==> config.mk <==
export PLATFORM = sky130hd
export DESIGN_NAME = dmem_arbiter
export DESIGN_NICKNAME = d
export VERILOG_FILES = /design/src/rtl/dmem_arbiter_pkg.sv /design/src/rtl/dmem_arbiter_load_store_align.sv /design/src/rtl/dmem_arbiter.sv
export SDC_FILE = /design/constraint.sdc
export NUM_CORES = 1
export LEC_CHECK = 0
export CORE_MARGIN = 3
export CORE_UTILIZATION = 39
export DETAILED_ROUTE_END_ITERATION = 8
export DONT_BUFFER_PORTS = 1
export SETUP_SLACK_MARGIN = 0.15
export SYNTH_ARGS = -nofsm -noshare
export SYNTH_HDL_FRONTEND = slang
export SYNTH_SLANG_ARGS = --single-unit
==> constraint.sdc <==
create_clock -name clk -period 5.2 [get_ports clk]
set_input_delay 0 -clock clk [delete_from_list [all_inputs] [get_ports clk]]
set_output_delay 0 -clock clk [all_outputs]
set_load 0.01 [all_outputs]
==> src/rtl/dmem_arbiter_pkg.sv <==
// -----------------------------------------------------------------------------
// dmem_arbiter_pkg
// Shared constants for the data-memory arbiter:
//   - access size encodings used by the MEM stage (byte / half / word)
//   - arbiter FSM state encodings
//   - is_misaligned() helper that flags an illegal size/alignment combination
// -----------------------------------------------------------------------------
package dmem_arbiter_pkg;

    typedef logic [1:0] size_t;

    localparam size_t SIZE_BYTE = 2'b00;
    localparam size_t SIZE_HALF = 2'b01;
    localparam size_t SIZE_WORD = 2'b10;

    localparam logic [1:0] ARB_IDLE   = 2'd0;
    localparam logic [1:0] ARB_CPU_RD = 2'd1;
    localparam logic [1:0] ARB_DBG_RD = 2'd2;

    // The reserved size code 11 has no legal alignment, so it is reported
    // the same way as a badly aligned half or word.
    function automatic logic is_misaligned(input size_t size, input logic [1:0] addr_lo);
        logic bad;
        case (size)
            SIZE_BYTE: bad = 1'b0;
            SIZE_HALF: bad = addr_lo[0];
            SIZE_WORD: bad = (addr_lo != 2'b00);
            default:   bad = 1'b1;
        endcase
        return bad;
    endfunction

endpackage

==> src/rtl/dmem_arbiter_load_store_align.sv <==
// -----------------------------------------------------------------------------
// load_store_align
// Purely combinational lane steering for the data memory.
// Store side: replicates a byte (x4) or a half (x2) across the word and
// produces little-endian byte enables from size and addr[1:0].
// Load side: selects the addressed byte/half from the memory word and
// sign- or zero-extends it to 32 bits; words pass through unchanged.
// Ports:
//   st_size, st_addr_lo, st_data  store request (size, addr[1:0], data in low bits)
//   st_be, st_lanes               byte enables and lane-replicated write data
//   ld_size, ld_addr_lo, ld_unsigned, ld_word   registered load info + memory word
//   ld_data                       extended load result
// -----------------------------------------------------------------------------
module load_store_align
    import dmem_arbiter_pkg::*;
(
    input  logic [1:0]  st_size,
    input  logic [1:0]  st_addr_lo,
    input  logic [31:0] st_data,
    output logic [3:0]  st_be,
    output logic [31:0] st_lanes,
    input  logic [1:0]  ld_size,
    input  logic [1:0]  ld_addr_lo,
    input  logic        ld_unsigned,
    input  logic [31:0] ld_word,
    output logic [31:0] ld_data
);

    logic [31:0] byte_shifted;
    logic [7:0]  byte_sel;
    logic [15:0] half_sel;

    always_comb begin
        st_be    = 4'b0000;
        st_lanes = st_data;
        case (st_size)
            SIZE_BYTE: begin
                st_be    = 4'b0001 << st_addr_lo;
                st_lanes = {4{st_data[7:0]}};
            end
            SIZE_HALF: begin
                st_be    = st_addr_lo[1] ? 4'b1100 : 4'b0011;
                st_lanes = {2{st_data[15:0]}};
            end
            SIZE_WORD: begin
                st_be    = 4'b1111;
                st_lanes = st_data;
            end
            default: begin
                st_be    = 4'b0000;
                st_lanes = st_data;
            end
        endcase
    end

    always_comb begin
        byte_shifted = ld_word >> {ld_addr_lo, 3'b000};
        byte_sel     = byte_shifted[7:0];
        half_sel     = ld_addr_lo[1] ? ld_word[31:16] : ld_word[15:0];
        case (ld_size)
            SIZE_BYTE: ld_data = ld_unsigned ? {24'h000000, byte_sel}
                                             : {{24{byte_sel[7]}}, byte_sel};
            SIZE_HALF: ld_data = ld_unsigned ? {16'h0000, half_sel}
                                             : {{16{half_sel[15]}}, half_sel};
            default:   ld_data = ld_word;
        endcase
    end

endmodule

==> src/rtl/dmem_arbiter.sv <==
// -----------------------------------------------------------------------------
// dmem_arbiter
// Shares the single-port synchronous data memory between the MEM stage and
// the debug unit. The CPU normally wins; a debug request that has been
// blocked WAIT_LIMIT consecutive cycles is forced through and stalls the CPU
// for that cycle. Loads take one extra stall cycle because memory read data
// arrives the cycle after mem_en.
// Ports:
//   clk, reset                     clock, async active-high reset
//   cpu_req/we/size/unsigned/addr/wdata   MEM-stage access
//   cpu_rdata, cpu_stall, cpu_misaligned  load result, pipeline freeze, alignment error
//   dbg_req/we/addr/wdata          debug word access (held until dbg_gnt)
//   dbg_gnt, dbg_rdata, dbg_valid  debug accept pulse, read data, read-valid pulse
//   mem_en/we/addr/wdata, mem_rdata  synchronous memory port
// -----------------------------------------------------------------------------
module dmem_arbiter
    import dmem_arbiter_pkg::*;
#(
    parameter int ADDR_WIDTH = 8,
    parameter int WAIT_LIMIT = 4
) (
    input  logic                  clk,
    input  logic                  reset,
    input  logic                  cpu_req,
    input  logic                  cpu_we,
    input  logic [1:0]            cpu_size,
    input  logic                  cpu_unsigned,
    input  logic [31:0]           cpu_addr,
    input  logic [31:0]           cpu_wdata,
    output logic [31:0]           cpu_rdata,
    output logic                  cpu_stall,
    output logic                  cpu_misaligned,
    input  logic                  dbg_req,
    input  logic                  dbg_we,
    input  logic [ADDR_WIDTH-1:0] dbg_addr,
    input  logic [31:0]           dbg_wdata,
    output logic                  dbg_gnt,
    output logic [31:0]           dbg_rdata,
    output logic                  dbg_valid,
    output logic                  mem_en,
    output logic [3:0]            mem_we,
    output logic [ADDR_WIDTH-1:0] mem_addr,
    output logic [31:0]           mem_wdata,
    input  logic [31:0]           mem_rdata
);

    localparam int              CW       = $clog2(WAIT_LIMIT + 1);
    localparam logic [CW-1:0]   WAIT_MAX = CW'(WAIT_LIMIT);

    logic [1:0]    state;
    logic [CW-1:0] wait_cnt;
    logic [1:0]    rd_addr_lo;
    logic [1:0]    rd_size;
    logic          rd_unsigned;
    logic [31:0]   cpu_rdata_q;
    logic [31:0]   dbg_rdata_q;

    logic          in_idle;
    logic          dbg_force;
    logic          cpu_take;
    logic          cpu_bad;
    logic          cpu_ok;
    logic          dbg_take;
    logic [3:0]    st_be;
    logic [31:0]   st_lanes;
    logic [31:0]   ld_data;

    // Only the word-address slice of the byte address reaches the memory.
    logic          addr_unused;
    assign addr_unused = ^cpu_addr[31:ADDR_WIDTH+2];

    load_store_align u_align (
        .st_size     (cpu_size),
        .st_addr_lo  (cpu_addr[1:0]),
        .st_data     (cpu_wdata),
        .st_be       (st_be),
        .st_lanes    (st_lanes),
        .ld_size     (rd_size),
        .ld_addr_lo  (rd_addr_lo),
        .ld_unsigned (rd_unsigned),
        .ld_word     (mem_rdata),
        .ld_data     (ld_data)
    );

    // Requests are only accepted in IDLE. Gating with reset keeps every
    // output at zero while reset is held, even with requests present.
    always_comb begin
        in_idle   = (state == ARB_IDLE);
        dbg_force = dbg_req && (wait_cnt == WAIT_MAX);
        cpu_take  = !reset && in_idle && cpu_req && !dbg_force;
        cpu_bad   = cpu_take && is_misaligned(cpu_size, cpu_addr[1:0]);
        cpu_ok    = cpu_take && !cpu_bad;
        dbg_take  = !reset && in_idle && dbg_req && !cpu_take;
    end

    // A misaligned CPU access still owns the cycle (debug stays blocked) but
    // never touches the memory.
    always_comb begin
        mem_en    = 1'b0;
        mem_we    = 4'b0000;
        mem_addr  = '0;
        mem_wdata = 32'h0;
        cpu_stall = 1'b0;
        dbg_gnt   = 1'b0;
        if (cpu_ok) begin
            mem_en   = 1'b1;
            mem_addr = cpu_addr[ADDR_WIDTH+1:2];
            if (cpu_we) begin
                mem_we    = st_be;
                mem_wdata = st_lanes;
            end else begin
                cpu_stall = 1'b1;
            end
        end else if (dbg_take) begin
            mem_en    = 1'b1;
            mem_addr  = dbg_addr;
            dbg_gnt   = 1'b1;
            cpu_stall = cpu_req;
            if (dbg_we) begin
                mem_we    = 4'b1111;
                mem_wdata = dbg_wdata;
            end
        end else if (state == ARB_DBG_RD) begin
            cpu_stall = cpu_req;
        end
    end

    // Read results are live from memory in the completing cycle and then
    // held in the shadow registers until the next read of that requester.
    always_comb begin
        cpu_misaligned = cpu_bad;
        dbg_valid      = (state == ARB_DBG_RD);
        dbg_rdata      = (state == ARB_DBG_RD) ? mem_rdata : dbg_rdata_q;
        if (state == ARB_CPU_RD) begin
            cpu_rdata = ld_data;
        end else if (cpu_bad) begin
            cpu_rdata = 32'h0;
        end else begin
            cpu_rdata = cpu_rdata_q;
        end
    end

    always_ff @(posedge clk or posedge reset) begin
        if (reset) begin
            state       <= ARB_IDLE;
            rd_addr_lo  <= 2'b00;
            rd_size     <= SIZE_BYTE;
            rd_unsigned <= 1'b0;
            cpu_rdata_q <= 32'h0;
            dbg_rdata_q <= 32'h0;
        end else begin
            case (state)
                ARB_IDLE: begin
                    if (cpu_ok && !cpu_we) begin
                        state <= ARB_CPU_RD;
                    end else if (dbg_take && !dbg_we) begin
                        state <= ARB_DBG_RD;
                    end
                end
                default: state <= ARB_IDLE;
            endcase
            if (cpu_ok && !cpu_we) begin
                rd_addr_lo  <= cpu_addr[1:0];
                rd_size     <= cpu_size;
                rd_unsigned <= cpu_unsigned;
            end
            if (state == ARB_CPU_RD) begin
                cpu_rdata_q <= ld_data;
            end
            if (state == ARB_DBG_RD) begin
                dbg_rdata_q <= mem_rdata;
            end
        end
    end

    // Blocked debug cycles are counted in every state, so a debug request
    // that arrives with a load waits through CPU_RD as well.
    always_ff @(posedge clk or posedge reset) begin
        if (reset) begin
            wait_cnt <= '0;
        end else if (dbg_gnt) begin
            wait_cnt <= '0;
        end else if (dbg_req && (wait_cnt != WAIT_MAX)) begin
            wait_cnt <= wait_cnt + 1'b1;
        end
    end

endmodule

==> results.yml, run 1 <==
synthesis:
  synthArstFlopShare_pct: 100
  avgSynthCellArea_um2: 8.31
  synth_ff_type: "dfrtp_1"
  synth-edff-count: 0
  seq_area_frac_synth_pct: 39.1
  synth_area_leaders: "dfrtp_1 39%, nand2_1 11%, mux2i_1 7.4%"
  yosysTopAreaCellShare_pct: 39.1
  yosys.area.top_type: "dfrtp_1"
  syn_inst: 570
  synth.cell_area_um2: 4740
  synth-seq-cells: 74
  syn-num-nets: 717
  yosys.cell_types.count: 47
  ys_warn_count: 0
route:
  drt_first_pass_iters: 5
  drt-total-wl_um: 16700
  vias: 4391
  drc: 0
  viasPerCell: 6.02
  avgRoutedWirePerCell_um: 22.9
  antenna_left: 0
  drt_iter0_drc: 409
floorplanning:
  initial_core_util_pct: 40.6
  placementRows: 39
  die_h_um: 116
  fp.dieW_um: 116
  core-area_um2: 11700
  io_pins: 258
  die_area_um2: 13500
clock_tree:
  cts.clk_slew.worst_paths_ps: 60
  cts_sinks: 74
  numCtsBuffers: 9
  cts_resized: 0
  htreeDepth: 3
  cts_setup_buffers: 0
  cts_tree: "yes"
  holdBufCountCts: 43
  clockBufferDepth: 2
  clk_latency_ps: 340
  clock-root-buffer: "clkbuf_16"
global_route:
  grt_max_degree: 41
  track_usage_pct: 23.5
  grt-ovfl-total: 0
  grt_pass1_vias: 4141
  grt_first_pass_wirelength_um: 23900
  antenna_found_initial: 0
sta:
  fmax_ghz: 0.332
  min_period_ps: 3010
  finalCritPeriodShare_pct: 57.9
  setup_viol: 0
  skew_ps: 7.11
  tightest_slew_ps: 1060
  maxSlewViolCount: 0
  rsz0062_at_grt: "no"
  setup_tns_ps: 0
  finalHoldViolCount: 0
  whs_ps: 18.2
  max_slew_margin_pct: 29.0
setup_path:
  critPathMaxFanout: 32
  crit_slowest_cell: "and2_1"
  regToRegSetupSlack_ps: 2770
  required_ps: 5200
  cp_top_family: "simple AND/OR/NAND/NOR gates"
  cp.arrival_ps: 3010
  path_cells: "inv_1, ha_1, nand3_1, a21boi_4, and2_1, a22o_1"
  end_kind: "output pin"
  path_buf_inv: 1
  cp-start-kind: "register"
  setup.worst_path.class: "register to output pin"
  slowest_delay_ps: 910
finish:
  synthToLayoutAreaGrowth_pct: 14.6
  final_common_cell: "nand2_1"
  nNetsFinal: 729
  multi_input_area_um2: 2600
  layout_common_cells: "137 x nand2_1, 74 x dfrtp_1, 53 x nor2_1"
  final-seq-area_um2: 1850
  num-fill-cells: 1104
  antenna_cells: 0
  drive_gt1_share_pct: 6.83
power_and_ir_drop:
  leakage_nw: 2.39
  power_frac_seq_pct: 37.2
  p_int_mw: 1.49
  netSwitchingFraction_pct: 39.0
  p_per_area_nw_per_um2: 450
  power_frac_comb_pct: 37.7
  p_sw_uw: 954
  ir_drop_v: 0.000169
  clkPwrFrac_pct: 25.1
placed_design:
  routabilityCongestion: 0.884
  io_buffers: 0
  dp_hpwl_um: 11900
outcome:
  status: "complete, no violations"
job:
  drv_cap: 0
worst_hold_path:
  hold_class: "primary input to register"
==> cells in the mapped netlist (all sizes together), types with 2 or more instances <==
master and instances:
nand2 137, dfrtp 74, nor2 54, o21ai 41
mux2i 35, buf 32, a21oi 28, a22o 24
clkbuf 17, a22oi 16, o2bb2ai 16, nand2b 12
nor3 12, a2111oi 8, nand3b 8, or2 8
o2111ai 7, inv 6, mux2 5, nor2b 5
nor3b 3, a21boi 2, and2 2, ha 2
nand3 2, nor4b 2, o22ai 2
==> cell type report <==
| class | instances | share of cell area [%] |
|---|---|---|
| clock inverter | 5 | 0.991 |
| sequential | 74 | 34.1 |
| tap | 143 | 3.29 |
| inverter | 7 | 0.484 |
| multi-input combinational | 440 | 47.8 |
| timing repair buffer | 50 | 8.89 |
| clock buffer | 10 | 4.40 |
==> worst reg2reg max path, delay by kind of cell, from the launching register on <==
| family | cells | cell delay, ps |
|---|---|---|
| AND/OR/NAND/NOR | 3 | 630 |
| flip-flops | 1 | 420 |
| buffers and inverters | 2 | 1230 |
==> through the flow <==
step	total power [mW]	setup WS (ps)	util, %	instances	area (um^2)
CTS	2.45	2190	46.6	729	5430
global placement	1.76	2630	40.4	671	4710
global route	2.60	1970	46.6	729	5430
floorplan	1.63	3320	-	570	4740
detailed placement	1.80	2560	40.4	671	4710
finish	2.44	2190	46.6	729	5430
==> cell families (layout without fill, tap and decap cells) <==
kind of cell,after synthesis,in the layout,share of synthesized area (%)
AOI/OAI and AO/OA,148,148,21.9
xor gates and xnor gates,1,1,0.185
adders and majority gates,2,2,0.528
buffers and inverters,56,72,6.13
DFF,74,74,39.1
muxes,40,40,8.58
and+or+nand+nor,249,249,23.6
==> sequential cells by signal, indices dropped and copies added (netlist names) <==
| signal | flops |
|---|---|
| cpu_rdata_q | 32 |
| dbg_rdata_q | 32 |
| wait_cnt | 3 |
| rd_addr_lo | 2 |
| rd_size | 2 |
| state | 2 |
| rd_unsigned | 1 |
==> power by group through the flow <==
stage	combinational (mW)	sequential (mW)	clock (mW)
after floorplan	0.752	0.876	0
after global placement	0.859	0.902	0
after detailed placement	0.887	0.913	0
after CTS	0.925	0.905	0.624
after global routing	1.02	0.932	0.648
final	0.921	0.908	0.614
==> final timing paths <==
kind                                   end  depth (start not counted)      startpoint
setup reg to reg           dbg_rdata_q[24]                          5        state[0]
min in group asynchronous      wait_cnt[0]                          2           reset
max in group asynchronous   cpu_rdata_q[9]                          3           reset
hold reg to reg             cpu_rdata_q[9]                          2  cpu_rdata_q[9]
hold / removal              cpu_rdata_q[6]                          4   mem_rdata[14]
setup / recovery              mem_wdata[2]                          6     wait_cnt[0]
==> metal layers <==
metal  global-route usage [%]  vias up  wire [um]
met5                        0        -          0
li1                         -     2030          -
met4                     9.36        0        392
met3                     6.01       27       1520
met1                     28.7     2085       6510
met2                     39.5      249       8270
(Power assumes the default switching activity.)
==> inputs of run 2 (changes only) <==
clock period = 2.8 ns   (was 5.2 ns; I/O delays follow)
==> results.yml, run 2 (same netlist as run 1, synthesis figures left out) <==
outcome:
  status: "complete, no violations"
power_and_ir_drop:
  clkPwrFrac_pct: 24.5
  power_frac_comb_pct: 41.2
  p_per_area_nw_per_um2: 856
  ir_drop_v: 0.000341
  netSwitchingFraction_pct: 37.0
  leakage_nw: 2.66
  p_int_mw: 3.17
  p_sw_mw: 1.87
  power_frac_seq_pct: 34.2
route:
  drt-total-wl_um: 17300
  drc: 0
  drt_iter0_drc: 492
  viasPerCell: 5.93
  drt_first_pass_iters: 5
  avgRoutedWirePerCell_um: 22.1
  vias: 4652
  antenna_left: 0
sta:
  maxSlewViolCount: 0
  max_slew_margin_pct: 39.7
  tightest_slew_ps: 901
  skew_ps: 7.27
  whs_ps: 8.34
  setup_viol: 0
  fmax_ghz: 0.413
  finalCritPeriodShare_pct: 86.6
  min_period_ps: 2420
  setup_tns_ps: 0
  finalHoldViolCount: 0
  rsz0062_at_grt: "no"
floorplanning:
  fp.dieW_um: 116
  io_pins: 258
  placementRows: 39
  initial_core_util_pct: 40.6
  die_area_um2: 13500
  core-area_um2: 11700
  die_h_um: 116
global_route:
  grt_pass1_vias: 4710
  antenna_found_initial: 0
  grt_first_pass_wirelength_um: 25500
  grt-ovfl-total: 0
  grt_max_degree: 46
  track_usage_pct: 24.9
finish:
  final_common_cell: "nand2_1"
  multi_input_area_um2: 2600
  antenna_cells: 0
  final-seq-area_um2: 1850
  drive_gt1_share_pct: 15.4
  synthToLayoutAreaGrowth_pct: 24.2
  reg_top3: "cpu_rdata_q x32, dbg_rdata_q x32, wait_cnt x3"
  nNetsFinal: 784
  num-fill-cells: 1079
  layout_common_cells: "137 x nand2_1, 74 x dfrtp_1, 63 x buf_4"
placed_design:
  routabilityCongestion: 0.896
  io_buffers: 0
  dp_hpwl_um: 12300
clock_tree:
  cts.clk_slew.worst_paths_ps: 60
  cts_setup_buffers: 0
  cts_sinks: 74
  clock-root-buffer: "clkbuf_16"
  clk_latency_ps: 340
  cts_tree: "yes"
  htreeDepth: 3
  clockBufferDepth: 2
  numCtsBuffers: 9
setup_path:
  setup.worst_path.class: "register to output pin"
  end_kind: "output pin"
  cp-start-kind: "register"
  rr_worst_depth: 6
  critPathMaxFanout: 20
  required_ps: 2800
  cp.arrival_ps: 2420
job:
  drv_cap: 0
worst_hold_path:
  hold_class: "primary input to register"
  hold_depth: 4
-- run 2: repair_timing --
action,4_1_cts,5_1_grt
hold buffers,41,0
endpoints found under the setup margin,0,17
endpoints found under the hold margin,101,0
resized for setup,0,2
-- run 2: worst max-delay path: stages (launching register included) --
cell and delay (ps):
dfrtp_1 400, inv_1 70, ha_1 220, nand3_1 180
o2111a_1 470, nand2_1 90, buf_4 220, o2bb2ai_1 410
-- run 2: final cells by class --
type	count	share of cell area (%)
Timing Repair Buffer	105	15.4
Tap cell	143	3.04
Clock buffer	10	3.89
Sequential cell	74	31.5
Multi-Input combinational cell	440	44.2
Clock inverter	6	1.55
Inverter	7	0.447
-- run 2: final timing paths --
kind	start	end	slack [ps]
hold reg to reg	cpu_rdata_q[10]	cpu_rdata_q[10]	470
max in group asynchronous	reset	cpu_rdata_q[30]	1870
min in group asynchronous	reset	wait_cnt[0]	240
setup / recovery	wait_cnt[0]	mem_wdata[18]	380
hold / removal	mem_rdata[9]	cpu_rdata_q[1]	8
setup reg to reg	wait_cnt[0]	rd_addr_lo[1]	540
-- run 2: layer usage --
layer | vias to the layer above | share of wire, % | track usage (%)
li1 | 2136 | - | -
met1 | 2259 | 39 | 29.1
met2 | 232 | 50 | 42.7
met3 | 25 | 8.4 | 7.15
met4 | 0 | 2.8 | 10.2
met5 | - | 0 | 0
-- run 2: power by group through the flow --
stage / logic (mW) / clock network [mW] / registers (mW)
CTS: 2.09 / 1.26 / 1.72
detailed placement: 2.01 / 0 / 1.74
finish: 2.08 / 1.24 / 1.72
floorplan: 1.40 / 0 / 1.63
global placement: 1.96 / 0 / 1.71
global route: 2.30 / 1.30 / 1.78
-- run 2: stage by stage --
stage | std cells | area [um^2] | util [%] | worst slack (ps) | power [mW]
after CTS | 785 | 5880 | 50.4 | 195 | 5.06
final | 785 | 5880 | 50.4 | 376 | 5.04
after global placement | 728 | 5150 | 44.1 | 566 | 3.67
after global routing | 785 | 5880 | 50.4 | 211 | 5.38
after detailed placement | 728 | 5150 | 44.1 | 390 | 3.74
after floorplan | 570 | 4740 | - | 918 | 3.02
